File: config.mk
export PLATFORM = sky130hd
export DESIGN_NAME = id_hazard_scoreboard
export DESIGN_NICKNAME = d
export VERILOG_FILES = /design/src/rtl/id_hazard_scoreboard.sv
export SDC_FILE = /design/constraint.sdc
export NUM_CORES = 1
export LEC_CHECK = 0
export BUFFER_PORTS_ARGS = -buffer_cell sky130_fd_sc_hd__buf_2
export CORE_MARGIN = 1
export CORE_UTILIZATION = 63
export DETAILED_ROUTE_END_ITERATION = 7
export GPL_ROUTABILITY_DRIVEN = 0
export GPL_TIMING_DRIVEN = 0
export PLACE_DENSITY = 0.85
export SLEW_MARGIN = 10
export SYNTH_ARGS = -nofsm -noshare
export SYNTH_HDL_FRONTEND = slang
export SYNTH_SLANG_ARGS = --single-unit
export TNS_END_PERCENT = 1
File: constraint.sdc
create_clock -name clk -period 7.2 [get_ports clk]
set_input_delay 0.72 -clock clk [delete_from_list [all_inputs] [get_ports clk]]
set_output_delay 0.72 -clock clk [all_outputs]
set_load 0.05 [all_outputs]
File: src/rtl/id_hazard_scoreboard.sv
// Purpose : decode-stage issue controller; RAW/WAW scoreboard, in-flight cap, branch bubble window.
// Latency : stall/issue are combinational from state and inputs (0 cycles); state updates on clk rising edge.
// Backpress: stall freezes PC and IF/ID and bubbles ID/EXE; held until every hazard clears.
//
// Optional feature: define WB_BYPASS_EN to let a source being written back this cycle
// issue in the same cycle (register file forwards write data to reads).
//
// Ports:
//   clk, rst            clock; asynchronous active-low reset
//   id_valid            ID holds a valid instruction
//   src1, src2          source registers; src2_used qualifies src2
//   id_dest, id_wb_en   destination of the ID instruction and its write enable
//   id_br_type          nonzero for a branch
//   WB_Write_Enable,
//   WB_Dest             writeback port; clears the pending bit of WB_Dest
//   retire              one instruction leaves the pipeline
//   flush               taken branch resolved in EXE; cancels the branch window
//   stall, issue        issue decision for the ID instruction
//   inflight            issued-but-not-retired count
//   underflow_err       sticky: retire seen while inflight == 0
module id_hazard_scoreboard #(
  parameter int unsigned MAX_INFLIGHT = 4,
  parameter int unsigned BR_SHADOW    = 2
) (
  input  logic       clk,
  input  logic       rst,
  input  logic       id_valid,
  input  logic [4:0] src1,
  input  logic [4:0] src2,
  input  logic       src2_used,
  input  logic [4:0] id_dest,
  input  logic       id_wb_en,
  input  logic [1:0] id_br_type,
  input  logic       WB_Write_Enable,
  input  logic [4:0] WB_Dest,
  input  logic       retire,
  input  logic       flush,
  output logic       stall,
  output logic       issue,
  output logic [3:0] inflight,
  output logic       underflow_err
);

  localparam logic [3:0] MAX_CNT    = 4'(MAX_INFLIGHT);
  localparam logic [2:0] SHADOW_CNT = 3'(BR_SHADOW);

  typedef enum logic {S_IDLE, S_SHADOW} br_state_t;

  logic [31:0] sb, sb_nxt;
  logic [3:0]  inflight_nxt;
  logic        underflow_nxt;
  logic [2:0]  br_cnt, br_cnt_nxt;
  br_state_t   br_state, br_state_nxt;

  logic src1_pend, src2_pend;
  logic raw_hz, waw_hz, full_hz, br_hz;

`ifdef WB_BYPASS_EN
  // A source cleared by writeback this cycle is read through the register file bypass.
  assign src1_pend = sb[src1] & ~(WB_Write_Enable & (WB_Dest == src1));
  assign src2_pend = sb[src2] & ~(WB_Write_Enable & (WB_Dest == src2));
`else
  assign src1_pend = sb[src1];
  assign src2_pend = sb[src2];
`endif

  assign raw_hz  = (src1_pend & (src1 != 5'd0)) |
                   (src2_used & src2_pend & (src2 != 5'd0));
  assign waw_hz  = id_wb_en & (id_dest != 5'd0) & sb[id_dest];
  // A retire this cycle frees a slot for the ID instruction immediately.
  assign full_hz = (inflight == MAX_CNT) & ~retire;
  assign br_hz   = (br_state == S_SHADOW) & ~flush;

  // Gated by rst so both outputs are quiet while reset is held.
  assign stall = rst & id_valid & (raw_hz | waw_hz | full_hz | br_hz);
  assign issue = rst & id_valid & ~stall;

  always_comb begin
    sb_nxt = sb;
    if (WB_Write_Enable && (WB_Dest != 5'd0)) sb_nxt[WB_Dest] = 1'b0;
    // Set after clear: the issuing instruction is younger than the one writing back.
    if (issue && id_wb_en && (id_dest != 5'd0)) sb_nxt[id_dest] = 1'b1;
    sb_nxt[0] = 1'b0;
  end

  always_comb begin
    inflight_nxt  = inflight;
    underflow_nxt = underflow_err;
    if (retire && (inflight == 4'd0)) underflow_nxt = 1'b1;
    case ({issue, retire})
      2'b10:   inflight_nxt = inflight + 4'd1;
      2'b01:   if (inflight != 4'd0) inflight_nxt = inflight - 4'd1;
      default: inflight_nxt = inflight;
    endcase
  end

  // Branch window: IDLE <-> SHADOW tracks br_cnt being nonzero.
  always_comb begin
    br_cnt_nxt   = br_cnt;
    br_state_nxt = br_state;
    if (flush)
      br_cnt_nxt = 3'd0;
    else if (issue && (id_br_type != 2'd0))
      br_cnt_nxt = SHADOW_CNT;
    else if (br_cnt != 3'd0)
      br_cnt_nxt = br_cnt - 3'd1;
    br_state_nxt = (br_cnt_nxt != 3'd0) ? S_SHADOW : S_IDLE;
  end

  always_ff @(posedge clk or negedge rst) begin
    if (!rst) begin
      sb            <= 32'd0;
      inflight      <= 4'd0;
      underflow_err <= 1'b0;
      br_cnt        <= 3'd0;
      br_state      <= S_IDLE;
    end else begin
      sb            <= sb_nxt;
      inflight      <= inflight_nxt;
      underflow_err <= underflow_nxt;
      br_cnt        <= br_cnt_nxt;
      br_state      <= br_state_nxt;
    end
  end

endmodule

==> impl_metrics.csv <==
group,metric,value,unit
floorplan,ioPinCount,37,
route,wire_per_inst,20.2,um
final_layout,drive_above_1_share,18.8,%
floorplan,start_util,67.5,%
clock_network,ctsHoldBuffers,0,
clock_network,cts_tree,"built",
place,placed_area,3250,sq um
worst_setup_path,cp_top_family,"compound AO/OA/AOI/OAI gates",
floorplan,die_y,71.5,um
route,via_per_inst,7.08,
floorplan,core,4500,sq um
final_layout,final_cells,392,
clock_network,cts_root_buffer,"clkbuf_8",
sta,finalHoldViolCount,0,
worst_setup_path,critPathBufInv,4,
power,p_leak,0.00154,uW
sta,maxSlewHeadroom,29.7,%
sta,setup-violations-final,0,
worst_setup_path,path_max_fanout,10,
grt,antenna_found_initial,0,
sta,tns,0,ps
outcome,status,"finished, final reports clean",
route,met2_length,3.64,mm
job,maxCapViolCount,0,
final_layout,final_util,74.9,%
worst_setup_path,start_kind,"input pin",
sta,timing.fmax,228,MHz
floorplan,die-area,5110,sq um
clock_network,cts.clk_slew.worst_paths,80,ps
grt,grt_pass1_vias,2499,
clock_network,insertion_delay,300,ps
place,dp_hpwl,5.67,mm
power,ir_drop,0.190,mV
worst_setup_path,r2r_end,"inflight[3]",
yosys,async_flop_share,100,%
clock_network,cts_sinks,40,
clock_network,post-cts-setup-buffers,0,
yosys,synthCells,304,
final_layout,regArea,1000,sq um
yosys,syn_area_per_cell,10.0,sq um
yosys,syn_area,3040,sq um
place,io_buffers,28,
route,drc,0,
yosys,yosysUniqueCellTypes,59,
final_layout,antenna_cells,0,
yosys,synth_edf_count,0,
sta,fin_skew,11.6,ps
yosys,synthFlopType,"dfrtp_1",
route,top_layer,"met4",
worst_setup_path,cpMostUsedCell,"buf_2",
floorplan,rows,24,
worst_setup_path,path_cells,"buf_2 > buf_2 > mux2i_1 > o32ai_1 > a222oi_1 > o2111ai_1 > a221oi_2 > nand3_4 > buf_6 > nand2_1 > inv_1 > ha_1 > a21o_1 > a21oi_1 > nor2_1 > mux2_2 > a22oi_1",
yosys,ys_ff_latch,40,
final_layout,num-fill-cells,328,
yosys,yosysSeqAreaShare,32.9,%
worst_setup_path,critical_path.max_stage_delay,450,ps
grt,grt_max_degree,44,
route,initialDrtViolationCount,297,
clock_network,clockBufferDepth,2,
final_layout,fin_area,3370,sq um
sta,min_period,4380,ps
yosys,yosys_warnings,0,
sta,hold_ws,483,ps
worst_setup_path,crit_path_top_delay_cell,"a221oi_2",
sta,period_share,60.8,%
worst_setup_path,arrival,4590,ps
worst_setup_path,critical_path_class,"in2reg",
worst_setup_path,reg2reg_slack,3240,ps
worst_setup_path,end_kind,"flop",
final_layout,area.growth.synth_to_final,10.9,%
sta,rsz0062_at_grt,"no",
final_layout,layout.nets,374,
hold_path,hp-start,"underflow_err",
hold_path,whs_path_depth,1,
floorplan,die_x,71.5,um
clock_network,cts_htree_levels,2,
yosys,syn-num-nets,339,
route,wirelength,7.93,mm
route,route.met3.wl,797,um
sta,worstMarginPinSlew,1050,ps
clock_network,cts_made_buffers,5,
grt,grt_pass1_wl,12.5,mm
route,drtPass1Iterations,5,
route,dr_total_vias,2775,
hold_path,hp-class,"reg2reg",
worst_setup_path,cp_data_required_time,7410,ps
final_layout,multi_input_area,1900,sq um
worst_setup_path,reg2regPathDepth,15,
power,p_per_area,248,nW/um^2
place,placed_cells,384,
grt,grt_overflow_total,0,
grt,grtUsageTotal,32.8,%
hold_path,holdPathEnd,"underflow_err",
route,drt-met1-wl,3.39,mm
worst_setup_path,r2r_start,"sb[27]",
route,antenna_left,0,
clock_network,postCtsResizedCells,0,
sta,slew_viol_final,0,
[metal layers]
layer,track usage [%],vias to the layer above
met5,0,-
met4,11.5,0
met3,4.78,12
met2,49.6,180
met1,48.9,1353
li1,-,1230
[registers in the layout, summed over array words and instances (netlist names)]
signal         cells
inflight           4
br_state           1
sb                31
br_cnt             3
underflow_err      1
[synthesized netlist by cell type (3+ instances only)]
cell,number,share of area [%]
nor3b_1,8,2.0
mux4_2,8,5.9
and3b_1,7,2.0
nand2_1,34,4.2
a22o_1,31,8.9
mux2_2,5,1.9
nor3_1,5,0.82
mux4_1,3,2.6
nand3b_1,7,1.7
nor2b_1,7,1.4
nor2_1,12,1.5
o22ai_1,4,0.82
mux2i_1,21,6.9
a21oi_1,6,0.99
nand3_1,9,1.5
clkbuf_1,15,1.9
ha_1,4,1.6
nand2b_1,5,1.0
inv_1,14,1.7
and3_1,6,1.2
o21ai_0,4,0.66
dfrtp_1,40,33
a22oi_1,3,0.74
[layout by cell type, fill, tap and decap left out, types with 3 or more instances in the layout]
cell      synthesis  routed
dfrtp_1          40      40
nand2_1          34      34
a22o_1           31      31
buf_2             2      30
mux2i_1          21      21
clkbuf_1         15      15
inv_1            14      14
nor2_1           12      12
nand3_1           9       9
mux4_2            8       8
nor3b_1           8       8
nor2b_1           7       7
nand3b_1          7       7
and3b_1           7       7
clkbuf_8          0       7
a21oi_1           6       6
and3_1            6       6
mux2_2            5       5
nor3_1            5       5
nand2b_1          5       5
o21ai_0           4       4
o22ai_1           4       4
ha_1              4       4
a22oi_1           3       3
mux4_1            3       3
[worst max-delay path by stage]
stage | slack (ps) | depth (start not counted) | to | from
after CTS | 2910 | 17 | inflight[3] | id_dest[0]
after global routing | 2640 | 17 | inflight[3] | src2[2]
after detailed placement | 2660 | 17 | inflight[3] | src2[2]
final | 2820 | 17 | inflight[3] | id_dest[0]
after floorplan | 3210 | 16 | inflight[3] | src2[2]
after global placement | 2750 | 17 | inflight[3] | id_dest[0]
[area by class of cell]
type	instances	area share, %
clock inverter	1	0.890
tap	52	1.93
multi-input combinational	230	56.2
sequential	40	29.7
buffer	20	2.74
inverter	14	1.56
timing repair buffer	28	4.15
clock buffer	7	2.86
[power breakdown]
part | internal (uW) | leakage (uW) | switching [uW]
Clock | 122 | 0.0000645 | 75.4
Sequential | 267 | 0.000533 | 48.3
Combinational | 135 | 0.000945 | 189
[through the flow]
stage | setup WS (ps) | total power [uW]
2_1_floorplan | 3210 | 552
3_3_place_gp | 2750 | 622
3_5_place_dp | 2660 | 635
4_1_cts | 2910 | 835
5_1_grt | 2640 | 878
6_report | 2820 | 837
[cell families after synthesis]
logic type / share of synthesized area (%)
muxes: 18.3
adders and majority gates: 2.30
and+or+nand+nor: 23.0
xor gates and xnor gates: 0.864
DFF: 32.9
AOI/OAI and AO/OA: 17.9
buffers and inverters: 4.77
(Power assumes the default switching activity.)
